<file path="src/rtl/uart_rx_parity_check.sv">
// UART receive framer: oversampled start detection, LSB-first deserialisation,
// optional odd-parity check and stop-bit check, with one-cycle result pulses.
module uart_rx_parity_check #(
    parameter int DATA_WIDTH = 8,
    parameter int OVERSAMPLE = 8
) (
    input  logic                  clk,
    input  logic                  reset,
    input  logic                  rx_in,
    input  logic                  parity_en,
    output logic [DATA_WIDTH-1:0] rx_data,
    output logic                  data_valid,
    output logic                  parity_error,
    output logic                  framing_error,
    output logic                  busy
);

    localparam int CW = $clog2(OVERSAMPLE);
    localparam int IW = (DATA_WIDTH > 1) ? $clog2(DATA_WIDTH) : 1;

    localparam logic [CW-1:0] CNT_LAST = CW'(OVERSAMPLE - 1);
    localparam logic [CW-1:0] CNT_S0   = CW'(OVERSAMPLE / 2 - 1);
    localparam logic [CW-1:0] CNT_S1   = CW'(OVERSAMPLE / 2);
    localparam logic [CW-1:0] CNT_DEC  = CW'(OVERSAMPLE / 2 + 1);
    localparam logic [IW-1:0] IDX_LAST = IW'(DATA_WIDTH - 1);

    typedef enum logic [2:0] {
        IDLE,
        START,
        DATA,
        PARITY,
        STOP
    } state_t;

    state_t                state;
    state_t                state_nxt;
    logic                  rx_meta;
    logic                  rx_s;
    logic                  rx_s_d;
    logic [CW-1:0]         bit_cnt;
    logic [IW-1:0]         data_idx;
    logic                  samp0;
    logic                  samp1;
    logic [DATA_WIDTH-1:0] shreg;
    logic                  par_bit;
    logic                  par_en_l;

    logic start_edge;
    logic decide;
    logic bit_end;
    logic majority;
    logic par_err;

    assign start_edge = rx_s_d & ~rx_s;
    assign decide     = (bit_cnt == CNT_DEC);
    assign bit_end    = (bit_cnt == CNT_LAST);
    assign majority   = (samp0 & samp1) | (samp0 & rx_s) | (samp1 & rx_s);
    // Odd parity: the expected parity bit is the XNOR-reduction of the payload.
    assign par_err    = par_en_l & (par_bit != ~^shreg);

    // Synchroniser resets to the idle (high) line level so reset release
    // never looks like a falling edge.
    always_ff @(posedge clk or negedge reset) begin
        if (!reset) begin
            rx_meta <= 1'b1;
            rx_s    <= 1'b1;
            rx_s_d  <= 1'b1;
        end else begin
            // NOTE: sequential state always uses non-blocking assignments so every
            // flop samples pre-edge values regardless of statement order.
            rx_meta <= rx_in;
            rx_s    <= rx_meta;
            rx_s_d  <= rx_s;
        end
    end

    always_ff @(posedge clk or negedge reset) begin
        if (!reset) begin
            state <= IDLE;
        end else begin
            state <= state_nxt;
        end
    end

    always_comb begin
        // NOTE: default assignment first so no path through the case leaves
        // state_nxt unassigned, which would infer a latch.
        state_nxt = state;
        case (state)
            IDLE: begin
                if (start_edge) state_nxt = START;
            end
            START: begin
                if (decide && majority) state_nxt = IDLE;
                else if (bit_end)       state_nxt = DATA;
            end
            DATA: begin
                if (bit_end && data_idx == IDX_LAST)
                    state_nxt = par_en_l ? PARITY : STOP;
            end
            PARITY: begin
                if (bit_end) state_nxt = STOP;
            end
            STOP: begin
                // Leave mid stop bit so a start edge at the next boundary is seen.
                if (decide) state_nxt = IDLE;
            end
            default: state_nxt = IDLE;
        endcase
    end

    always_comb begin
        busy = (state != IDLE);
    end

    always_ff @(posedge clk or negedge reset) begin
        if (!reset) begin
            // NOTE: the shift register and parity capture are reset along with the
            // control path; rx_data is loaded from shreg, so its reset value must be defined.
            bit_cnt       <= '0;
            data_idx      <= '0;
            samp0         <= 1'b1;
            samp1         <= 1'b1;
            shreg         <= '0;
            par_bit       <= 1'b0;
            par_en_l      <= 1'b0;
            rx_data       <= '0;
            data_valid    <= 1'b0;
            parity_error  <= 1'b0;
            framing_error <= 1'b0;
        end else begin
            data_valid    <= 1'b0;
            parity_error  <= 1'b0;
            framing_error <= 1'b0;
            if (state == IDLE) begin
                bit_cnt  <= '0;
                data_idx <= '0;
                if (start_edge) par_en_l <= parity_en;
            end else begin
                bit_cnt <= bit_end ? '0 : bit_cnt + CW'(1);
                if (bit_cnt == CNT_S0) samp0 <= rx_s;
                if (bit_cnt == CNT_S1) samp1 <= rx_s;
                if (state == DATA && bit_end) data_idx <= data_idx + IW'(1);
                if (decide) begin
                    case (state)
                        DATA:   shreg   <= {majority, shreg[DATA_WIDTH-1:1]};
                        PARITY: par_bit <= majority;
                        STOP: begin
                            rx_data       <= shreg;
                            framing_error <= ~majority;
                            parity_error  <= par_err;
                            data_valid    <= majority & ~par_err;
                        end
                        default: ;
                    endcase
                end
            end
        end
    end

endmodule
</file>
<file path="config.mk">
export PLATFORM = sky130hd
export DESIGN_NAME = uart_rx_parity_check
export DESIGN_NICKNAME = d
export VERILOG_FILES = /design/src/rtl/uart_rx_parity_check.sv
export SDC_FILE = /design/constraint.sdc
export NUM_CORES = 1
export LEC_CHECK = 0
export BUFFER_PORTS_ARGS = -buffer_cell sky130_fd_sc_hd__clkbuf_2
export CELL_PAD_IN_SITES_DETAIL_PLACEMENT = 2
export CELL_PAD_IN_SITES_GLOBAL_PLACEMENT = 2
export CORE_MARGIN = 4
export CORE_UTILIZATION = 35
export DETAILED_ROUTE_END_ITERATION = 10
export HOLD_SLACK_MARGIN = 0.1
export PLACE_DENSITY_LB_ADDON = 0.1
export SETUP_SLACK_MARGIN = 0.2
export SYNTH_ARGS = -nofsm -noshare
export SYNTH_HDL_FRONTEND = slang
export SYNTH_SLANG_ARGS = --single-unit
</file>
<file path="constraint.sdc">
create_clock -name clk -period 1.8 [get_ports clk]
set_input_delay 0.18 -clock clk [delete_from_list [all_inputs] [get_ports clk]]
set_output_delay 0.18 -clock clk [all_outputs]
set_load 0.05 [all_outputs]
</file>
==> impl_results.md, run 1 <==
* Peak VDD IR at about 0.82 mV
* Vias in the first global route at approximately 1300
* Main combinational cell family by area after synthesis: multiplexers
* Area share of fa/ha/maj cells after synthesis at 0.0599
* I/O pin count at 16
* IO Port Bufs at 15
* Max-cap violations at 0
* Number of synthesized flops with an enable pin at 0
* Mapped Cells at 128
* Final wirelength at between 3000 and 4000 um
* YS warnings at 0
* Layout cells sized above 1 at 0.491
* Hpwl dp at around 2700 um
* Yosys reg bits at 35
* Clock power frac at 0.237
* Global-route wire length before repair at between 6000 and 7000 um
* Slowest Stage Delay on Critical Path at roughly 0.38 ns
* Cell Int Power at around 1.9 mW
* Post-route core utilization at 0.464
* Die width at ~76 um
* DRT Pass-1 Iters at 2
* Remaining antenna violation count at 0
* PnR worst setup slack at 0.261 ns
* Clock transition at path regs at around 0.07 ns
* Critical path's slowest cell: dfrtp_1
* Total negative slack at 0 ns
* Rel. slew slack at 0.703
* Layout area overhead at 26.5%
* Mux share of post-synthesis cell area at 0.150
* Starting DRT DRC Count at 31
* RSZ-0062 raised after global routing: true
* Clock buffer depth at 2
* Cell area power density at approximately 1400 nW/um2
* Status: completed
* Final Cycle Share at 0.855
* TritonCTS clock tree: built
* Core area at 4440 um2
* Die Span Y at ~76 um
* Sequential share of power at 0.373
* CP Max Fanout at 8
* Clock latency on the worst-skew pair at 0.29 ns
* Via count at approximately 1100
* Yosys top cell area share at 0.460
* Sinks on Clock Net at 35
* Die ar. at between 5000 and 6000 um2
* Worst slew pin tran at between 0.4 and 0.5 ns
* Unique masters post-synth at 36
* Diodes inserted at 0
* Drt wl/cell at 17.6 um
* Max Slew Vio Count at 0
* Leading area contributor after synthesis: dfrtp_1
* Crit. End Element: output port
* CP Data Arrival Time at between 1 and 1.5 ns
* Initial antenna violation count at 0
* Switching Fraction at 0.354
* Crit Path Category: reg -> out
* Tot GR Track Use at 0.145
* Prevailing post-synth register cell: dfrtp_1
* Psw at about 1.1 mW
* Synth Cell Area at 1630 um2
* Post-synthesis sequential area ratio at 0.541
* TritonCTS buffer count at 5
* Total power at slightly below 3 mW
* Count of final setup violators at 0
* Standard-cell rows at 24
* DRC viols at 0
* Initial Utilization at 0.367
* Crit path cell chain: buf_4, nor3_2, inv_2, buf_2
* Element type at the critical path start: register
* Final GP Congestion at 0.783
* Count leader, synth: dfrtp_1
* Pre-CTS WS at about 0.12 ns
* FMAX at 0.650 GHz
* Total gr overflow at 0
* Vias/cell at 5.10
* Post-synth ARST share at 1.00
* Top cells by area, synth: dfrtp_1 (46%), mux2_2 (14%), dfstp_2 (8.1%), ha_1 (5.4%), nand2b_1 (1.5%)
* Clock Tree Root: clkbuf_8
* Syn Nets at 139
* H-tree depth at 2
* Clock Skew at a little over 0.007 ns
* Fin crit period at 1.54 ns
* Post-Synth Simple-Gate Area at 0.116
* Leak Pwr at 0.995 nW
* Syn Area/Cell at between 10 and 15 um2
* Final #Nets at 173
* Largest net degree at the start of global routing at 36
* Comb pwr share at 0.390
* Hold WC Path Type: in -> reg
* Synth cell count leaders: dfrtp_1 (30), mux2_2 (20), ha_1 (7)
* Post-synthesis compound-gate area fraction at 0.0629
* Synth Area in XOR/XNOR at 0.0445
* Worst path required time at between 1.5 and 2 ns
* Endpoints failing hold at 0
-- layout by cell type, fill, tap and decap left out, types with 2 or more instances in the layout --
| master | instances |
|---|---|
| a31oi_1 | 2 |
| buf_4 | 12 |
| clkbuf_2 | 14 |
| clkbuf_8 | 5 |
| dfrtp_1 | 29 |
| dfstp_2 | 5 |
| dlygate4sd3_1 | 2 |
| ha_1 | 3 |
| ha_2 | 3 |
| inv_1 | 5 |
| mux2_2 | 20 |
| nand2_1 | 5 |
| nand2b_1 | 4 |
| nand3_1 | 4 |
| nor2_1 | 6 |
| nor2b_1 | 3 |
| nor3_1 | 2 |
| o21ai_0 | 3 |
| o2bb2ai_1 | 2 |
| xnor2_1 | 2 |
-- state kept, by name, summed over array words and instances, names as in the netlist --
| signal | flops |
|---|---|
| par_bit | 1 |
| rx_data | 8 |
| shreg | 8 |
| samp1 | 1 |
| rx_s_d | 1 |
| parity_error | 1 |
| samp0 | 1 |
| par_en_l | 1 |
| rx_meta | 1 |
| framing_error | 1 |
| data_valid | 1 |
| state | 3 |
| data_idx | 3 |
| rx_s | 1 |
| bit_cnt | 3 |
-- layer usage --
| metal | wire, um | GRT usage | up-vias |
|---|---|---|---|
| met5 | 0 | 0 | - |
| met4 | 43 | 0.0380 | 0 |
| met3 | 86 | 0.0390 | 5 |
| met2 | 1920 | 0.250 | 15 |
| met1 | 1730 | 0.179 | 566 |
| li1 | - | - | 510 |
-- cell families (layout without fill, tap and decap cells) --
kind of cell | after synthesis | after routing
compound gates | 15 | 15
xor+xnor | 5 | 5
fa+ha+maj | 8 | 8
buf+inv | 10 | 45
flops | 35 | 35
mux | 22 | 22
simple gates | 33 | 33
-- final cells by class --
| cell class | instances | area [um2] |
|---|---|---|
| clock buffer | 5 | 68.8 |
| multi-input combinational | 83 | 762 |
| sequential | 35 | 883 |
| tap | 52 | 65.1 |
| inverter | 6 | 22.5 |
| clock inverter | 3 | 43.8 |
| fill | 460 | 2380 |
| timing repair buffer | 31 | 216 |
-- final timing paths --
check	start	endpoint	slack, ns	cells after the start
setup / recovery	state[0]$_DFFE_PN0P_	busy	0.26	4
hold / removal	parity_en	par_en_l$_DFFE_PN0P_	0.13	2
setup reg to reg	bit_cnt[0]$_DFF_PN0_	rx_data[0]$_DFFE_PN0P_	0.26	5
hold reg to reg	rx_meta$_DFF_PN1_	rx_s$_DFF_PN1_	0.36	0
max in group asynchronous	reset	samp0$_DFFE_PN1P_	0.99	3
min in group asynchronous	reset	data_idx[2]$_DFFE_PN0P_	0.46	3
-- stage by stage --
| step | cells | cell area (um2) | hold WS, ns |
|---|---|---|---|
| 2_1_floorplan | 128 | 1630 | -0.116 |
| 3_3_place_gp | 199 | 1810 | 0.238 |
| 3_5_place_dp | 199 | 1810 | 0.253 |
| 4_1_cts | 211 | 2000 | 0.128 |
| 5_1_grt | 215 | 2060 | 0.139 |
| 6_report | 215 | 2060 | 0.133 |
-- critical path: cells and delay by family (launching register included) --
kind / cells / cell delay (ns)
buffers and inverters: 3 / 0.48
DFF: 1 / 0.38
and+or+nand+nor: 1 / 0.23
-- power by group through the flow --
stage               Combinational (mW)  Clock (mW)  Sequential [mW]
floorplan                        0.690           0             1.07
global placement                 0.933           0             1.10
detailed placement               0.981           0             1.12
CTS                               1.06       0.728             1.11
global route                      1.29       0.771             1.14
finish                            1.16       0.703             1.11
-- repair_timing --
| action | 4_1_cts | 5_1_grt |
|---|---|---|
| resized for setup | 8 | 10 |
| endpoints found under the hold margin | 31 | 0 |
| pin swaps | 3 | 5 |
| buffers inserted | 2 | 4 |
| setup endpoints to repair | 20 | 17 |
| hold buffers | 2 | 0 |
Note: power is estimated with default switching activity, not from simulation.
==> run 2: changes to the inputs <==
--- a/config.mk
+++ b/config.mk
@@ -5,6 +5,7 @@
 export SDC_FILE = /design/constraint.sdc
 export NUM_CORES = 1
 export LEC_CHECK = 0
+export ABC_AREA = 1
 export BUFFER_PORTS_ARGS = -buffer_cell sky130_fd_sc_hd__clkbuf_2
 export CELL_PAD_IN_SITES_DETAIL_PLACEMENT = 2
 export CELL_PAD_IN_SITES_GLOBAL_PLACEMENT = 2
==> impl_results.md, run 2 <==
* Status: completed
* H-tree depth at 2 (unchanged)
* Clock Tree Root: clkbuf_8
* Crit. End Element: output port
* Number of synthesized flops with an enable pin at 0 (unchanged)
* Commonest non-fill, non-tap cells in the layout: nand2_1 (60), dfrtp_1 (30), inv_1 (21)
* Total negative slack at 0 ns (unchanged)
* Die width at 78.2 um (+2.6%)
* Comb pwr share at 0.348 (-0.042)
* Largest net degree at the start of global routing at 36 (unchanged)
* Worst setup path start: state[0]$_DFFE_PN0P_
* CP Max Fanout at 10 (+2)
* Switching Fraction at 0.395 (+0.0406)
* Fin crit period at 1.49 ns (-0.0523 ns)
* Core area at 4750 um2 (+7.0%)
* Vias in the first global route at 1515 (+16%)
* Initial antenna violation count at 0 (unchanged)
* Fill count at 533 (+16%)
* Clock latency on the worst-skew pair at 0.29 ns (about the same)
* Worst path required time at 1.62 ns (about the same)
* Clock Skew at 0.00637 ns (-0.000879 ns)
* Tot GR Track Use at 0.156 (+0.0110)
* Synth cell count leaders: nand2_1 (60), dfrtp_1 (30), inv_1 (23)
* Hold WC Path Type: in -> reg
* Standard-cell rows at 25 (+4.2%)
* YS warnings at 0 (unchanged)
* Yosys reg bits at 35 (unchanged)
* Clock buffer depth at 2 (unchanged)
* Top delay family on crit path: flip-flops
* Global-route wire length before repair at 7400 um (+11%)
* Final Cycle Share at 0.826 (-0.0291)
* I/O pin count at 16 (unchanged)
* Psw at 1.02 mW (-2.6%)
* Clock power frac at 0.243 (+0.006)
* Final #Nets at 225 (+30%)
* Cell Int Power at 1.57 mW (-18%)
* Syn Nets at 201 (+45%)
* Synth Cell Area at 1730 um2 (+5.9%)
* Hold Slack at 0.130 ns (-0.00295 ns)
* Vias/cell at 4.72 (-7.3%)
* # Post-CTS Setup Buffers at 0 (-2)
* Leading area contributor after synthesis: dfrtp_1
* Slowest Stage Delay on Critical Path at 0.46 ns (+0.08 ns)
* Clock transition at path regs at 0.07 ns (about the same)
* Die ar. at 6120 um2 (+5.3%)
* DRT Pass-1 Iters at 2 (unchanged)
* Post-synthesis sequential area ratio at 0.511 (-0.0302)
* FMAX at 0.673 GHz (+3.5%)
* TritonCTS clock tree: built
* Prevailing post-synth register cell: dfrtp_1
* RSZ-0062 raised after global routing: true
* Crit path cell chain: nor2_4, nand2_4, clkbuf_2
* IO Port Bufs at 15 (unchanged)
* Top cells by area, synth: dfrtp_1 (43%), nand2_1 (13%), dfstp_2 (7.6%), o21ai_2 (7.6%), ha_1 (5.1%)
* Post-synth ARST share at 1.00 (unchanged)
* Leak Pwr at 1.01 nW (+1.7%)
* TritonCTS buffer count at 5 (unchanged)
* Max-cap violations at 0 (unchanged)
* Drt wl/cell at 15.0 um (-14%)
* Count leader, synth: nand2_1
* Diodes inserted at 0 (unchanged)
* Final GP Congestion at 0.805 (+2.8%)
* Mapped Cells at 190 (+48%)
* Rel. slew slack at 0.692 (-0.0112)
* Layout area overhead at 15.9%
* RR Startpoint: bit_cnt[0]$_DFF_PN0_
* Unique masters post-synth at 26 (-28%)
* Largest registers: rx_data x8, shreg x8
* Hold_sp: parity_en
* Die Span Y at 78.2 um (+2.6%)
* Sinks on Clock Net at 35 (unchanged)
* Endpoints failing hold at 0 (unchanged)
* Element type at the critical path start: register
* Hpwl dp at 3110 um (+16%)
* Worst Path Buf+Inv at 1 (-2)
* Remaining antenna violation count at 0 (unchanged)
* Yosys top cell area share at 0.435 (-0.0257)
* Total gr overflow at 0 (unchanged)
* Critical path's slowest cell: dfrtp_1
* Cell area power density at 1300 nW/um2 (-10%)
* Worst slew pin tran at 0.462 ns (+0.0168 ns)
* Max Slew Vio Count at 0 (unchanged)
* Syn Area/Cell at 9.09 um2 (-29%)
* Peak VDD IR at 0.628 mV (-23%)
* Most common cell after layout, fill and taps aside: nand2_1
* Final wirelength at 4240 um (+12%)
* Via count at 1332 (+22%)
* Sequential share of power at 0.409 (+0.036)
* DRC viols at 0 (unchanged)
* CP Data Arrival Time at 1.31 ns (-0.05 ns)
* Initial Utilization at 0.363 (-0.00368)
* Count of final setup violators at 0 (unchanged)
* Crit Path Category: reg -> out
* Starting DRT DRC Count at 25 (-19%)
* Layout cells sized above 1 at 0.288 (-0.202)
-- run 2: what timing repair did --
item	4_1_cts	5_1_grt
setup endpoints to repair	0	13
hold buffers	2	0
hold endpoints to repair	31	0
gates resized for setup	0	3
-- run 2: worst reg2reg max path: stages, from the launching register on --
cell and delay [ns]:
dfrtp_1 0.40, ha_1 0.21, ha_1 0.24, inv_2 0.10, nor2_4 0.14, inv_2 0.07, o21ai_1 0.15, a21oi_1 0.06
-- run 2: path summary, 6_finish.rpt --
path / slack [ns] / depth (start not counted) / to
worst max-delay path: 0.31 / 3 / busy
worst min-delay path: 0.13 / 2 / par_en_l$_DFFE_PN0P_
worst max register to register: 0.32 / 7 / data_idx[0]$_DFFE_PN0P_
worst min register to register: 0.36 / 0 / rx_s$_DFF_PN1_
max in group asynchronous: 0.97 / 3 / rx_meta$_DFF_PN1_
min in group asynchronous: 0.47 / 3 / shreg[2]$_DFFE_PN0P_
-- run 2: logic make-up after synthesis --
family | after synthesis | share of synthesized area
buffers and inverters | 29 | 0.0717
AOI/OAI and AO/OA | 29 | 0.123
and+or+nand+nor | 88 | 0.230
xor gates and xnor gates | 1 | 0.00507
muxes | 1 | 0.00869
adders and majority gates | 7 | 0.0507
DFF | 35 | 0.511
-- run 2: power groups by stage --
| stage | clock [mW] | sequential [mW] | combinational [mW] |
|---|---|---|---|
| global route | 0.704 | 1.08 | 1.02 |
| detailed placement | 0 | 1.07 | 0.896 |
| floorplan | 0 | 1.04 | 0.664 |
| finish | 0.631 | 1.06 | 0.902 |
| global placement | 0 | 1.06 | 0.837 |
| CTS | 0.658 | 1.06 | 0.914 |
-- run 2: through the flow --
stage	utilization	instances	total power [mW]	worst slack [ns]	cell area, um2
final	0.421	282	2.59	0.313	2000
after global routing	0.421	282	2.80	0.198	2000
after CTS	0.420	282	2.64	0.256	2000
after detailed placement	0.395	272	1.97	0.267	1880
after global placement	0.395	272	1.90	0.348	1880
after floorplan	-	190	1.71	0.479	1730
-- run 2: area by class of cell --
cell class | instances | area, um2 | area share
well taps | 67 | 83.8 | 0.0419
flip-flops and latches | 35 | 882 | 0.441
inverters | 27 | 101 | 0.0506
repair buffers | 19 | 110 | 0.0550
multi-input cells | 126 | 724 | 0.362
clock buffers | 8 | 100 | 0.0500
-- run 2: per-layer routing --
| metal | vias up | global-route usage | routed length (um) |
|---|---|---|---|
| li1 | 645 | - | - |
| met1 | 667 | 0.162 | 1680 |
| met2 | 15 | 0.305 | 2400 |
| met3 | 5 | 0.0344 | 106 |
| met4 | 0 | 0.0524 | 63 |
| met5 | - | 0 | 0 |
==> run 3: changes to the inputs <==
--- a/config.mk
+++ b/config.mk
@@ -10,7 +10,7 @@
 export CELL_PAD_IN_SITES_DETAIL_PLACEMENT = 2
 export CELL_PAD_IN_SITES_GLOBAL_PLACEMENT = 2
 export CORE_MARGIN = 4
-export CORE_UTILIZATION = 35
+export CORE_UTILIZATION = 32
 export DETAILED_ROUTE_END_ITERATION = 10
 export HOLD_SLACK_MARGIN = 0.1
 export PLACE_DENSITY_LB_ADDON = 0.1
==> constraint.sdc (replaced) <==
create_clock -name clk -period 1.35 [get_ports clk]
set_input_delay 0.135 -clock clk [delete_from_list [all_inputs] [get_ports clk]]
set_output_delay 0.135 -clock clk [all_outputs]
set_load 0.05 [all_outputs]
==> impl_results.md, run 3 (synthesis gave the netlist of run 2 again) <==
* Status: complete, but fails checks
* Failing checks: setup timing
* Max-cap violations at 0 (unchanged)
* Fill count at 513 (-3.8%)
* Element type at the critical path start: register
* Cell area power density at 1840 nW/um2 (+42%)
* CP Max Fanout at 5 (-5)
* Worst slew pin tran at 0.425 ns (-0.0378 ns)
* Core area at 5170 um2 (+8.8%)
* Remaining antenna violation count at 0 (unchanged)
* DRT Pass-1 Iters at 4 (+2)
* Initial antenna violation count at 0 (unchanged)
* Psw at 2.17 mW (+110%)
* Met2 WL at 3640 um (+52%)
* Count of final setup violators at 23 (+23)
* Crit. End Element: register
* Clock power frac at 0.163 (-0.080)
* Crit Path Category: reg -> reg
* PnR worst setup slack at -0.0940 ns (-0.407 ns)
* Sinks on Clock Net at 35 (unchanged)
* Final GP Congestion at 0.794 (-1.4%)
* Final #Nets at 262 (+16%)
* Max Used Layer: met4
* Starting DRT DRC Count at 32 (+28%)
* Comb pwr share at 0.549 (+0.201)
* Most common cell after layout, fill and taps aside: nand2_1
* Clock Skew at 0.00925 ns (+0.00288 ns)
* Rel. slew slack at 0.717 (+0.0252)
* Peak VDD IR at 1.11 mV (+76%)
* Commonest non-fill, non-tap cells in the layout: nand2_1 (35), dfrtp_1 (27), buf_4 (20)
* DRC viols at 0 (unchanged)
* Total power at 5.10 mW (+97%)
* Cell Int Power at 2.93 mW (+87%)
* Hpwl dp at 3250 um (+4.7%)
* WL met3 at 143 um (+35%)
* Final Cycle Share at 1.07
* RSZ-0062 raised after global routing: true
* FMAX at roughly 0.7 GHz
* Hold WC Path Type: in -> async
* Tot GR Track Use at 0.190 (+0.0343)
* Largest net degree at the start of global routing at 22 (-39%)
* Fin crit period at approximately 1.4 ns
* IO Port Bufs at 15 (unchanged)
* Final wirelength at 6310 um (+49%)
* Clock latency on the worst-skew pair at 0.30 ns (about the same)
* Clock Tree Root: clkbuf_8
* Clock transition at path regs at 0.08 ns (about the same)
* Leak Pwr at 1.28 nW (+27%)
* H-tree depth at 2 (unchanged)
* Drt wl/cell at 19.6 um (+30%)
* Total gr overflow at 0 (unchanged)
* TritonCTS clock tree: built
* Global-route wire length before repair at 9240 um (+25%)
* Metal-1 WL at 2310 um (+38%)
* Switching Fraction at 0.425 (+0.0304)
* Die width at 81.5 um (+4.1%)
* Standard-cell rows at 26 (+4.0%)
* Post-route core utilization at 0.537 (+0.116)
* Via count at 1562 (+17%)
* Layout cells sized above 1 at 0.611 (+0.323)
* Die ar. at 6630 um2 (+8.4%)
* Vias in the first global route at 1737 (+15%)
* Largest registers: rx_data x8, shreg x8
* Die Span Y at 81.5 um (+4.1%)
* Layout area overhead at 60.9%
* Vias/cell at 4.85 (+2.7%)
* Endpoints failing hold at 0 (unchanged)
* Diodes inserted at 0 (unchanged)
* Initial Utilization at 0.334 (-0.0293)
* CP Data Arrival Time at 1.69 ns (+0.38 ns)
* Worst path required time at 1.59 ns (-0.03 ns)
* I/O pin count at 16 (unchanged)
* Sequential share of power at 0.288 (-0.121)
* TritonCTS buffer count at 5 (unchanged)
* Max Slew Vio Count at 0 (unchanged)
* Clock buffer depth at 2 (unchanged)
-- run 3: cell count changes in the layout (fill, tap and decap cells not counted), sizes merged --
cell / delta
buf: +40
clkbuf: -6
clkinv: +1
dlygate4sd3: +1
nand2: +1
-- run 3: layer usage --
metal	global-route usage	vias to the layer above
met5	0	-
met4	0.0507	0
met3	0.0362	20
met2	0.348	30
met1	0.227	788
li1	-	724
-- run 3: final timing paths --
check                                          start                      to  slack, ns  depth (start not counted)
min in group clk                   rx_meta$_DFF_PN1_          rx_s$_DFF_PN1_       0.37                          0
worst min-delay path                           reset  rx_data[0]$_DFFE_PN0P_       0.30                          2
max in group asynchronous                      reset    state[0]$_DFFE_PN0P_       0.57                          3
worst min register to register     rx_meta$_DFF_PN1_          rx_s$_DFF_PN1_       0.37                          0
worst max register to register  bit_cnt[1]$_DFF_PN0_    data_valid$_DFF_PN0_      -0.09                          9
worst max-delay path            bit_cnt[1]$_DFF_PN0_    data_valid$_DFF_PN0_      -0.09                          9
-- run 3: what timing repair did --
| item | CTS | global route |
|---|---|---|
| buffers inserted | 14 | 10 |
| endpoints found under the setup margin | 30 | 39 |
| pin swaps | 18 | 14 |
| hold buffers | 3 | 0 |
| hold endpoints to repair | 20 | 0 |
| gates resized for setup | 81 | 33 |
| gates cloned | 3 | 0 |
-- run 3: final cells by class --
type,count,area [um2],area share
Sequential cell,35,886,0.319
Tap cell,70,87.6,0.0315
Clock buffer,7,86.3,0.0311
Clock inverter,1,5.00,0.00180
Inverter,27,116,0.0419
Timing Repair Buffer,55,519,0.187
Multi-Input combinational cell,127,1080,0.388
-- run 3: power by group through the flow --
| stage | Combinational [mW] | Clock [mW] | Sequential [mW] |
|---|---|---|---|
| 6_report | 2.80 | 0.833 | 1.47 |
| 4_1_cts | 2.24 | 0.834 | 1.44 |
| 5_1_grt | 2.99 | 0.922 | 1.50 |
| 3_3_place_gp | 1.27 | 0 | 1.42 |
| 2_1_floorplan | 0.943 | 0 | 1.40 |
| 3_5_place_dp | 1.36 | 0 | 1.43 |
-- run 3: metrics by stage --
stage | setup TNS, ns | area (um2) | setup slack [ns] | std cells | hold WS (ns)
detailed placement | -0.327 | 2010 | -0.107 | 284 | 0.0861
floorplan | 0 | 1760 | 0.0398 | 190 | -0.161
CTS | -0.170 | 2610 | -0.0572 | 312 | 0.298
global placement | -0.111 | 2010 | -0.0566 | 284 | 0.0688
global route | -2.78 | 2780 | -0.159 | 322 | 0.331
finish | -1.15 | 2780 | -0.0940 | 322 | 0.298
-- run 3: worst max-delay path: stages, from the launching register on --
cell     delay [ns]
dfrtp_1        0.44
inv_2          0.11
ha_4           0.15
nand2_4        0.07
inv_6          0.10
nand3_4        0.14
buf_12         0.19
nor2_4         0.08
nand2_2        0.06
inv_2          0.04
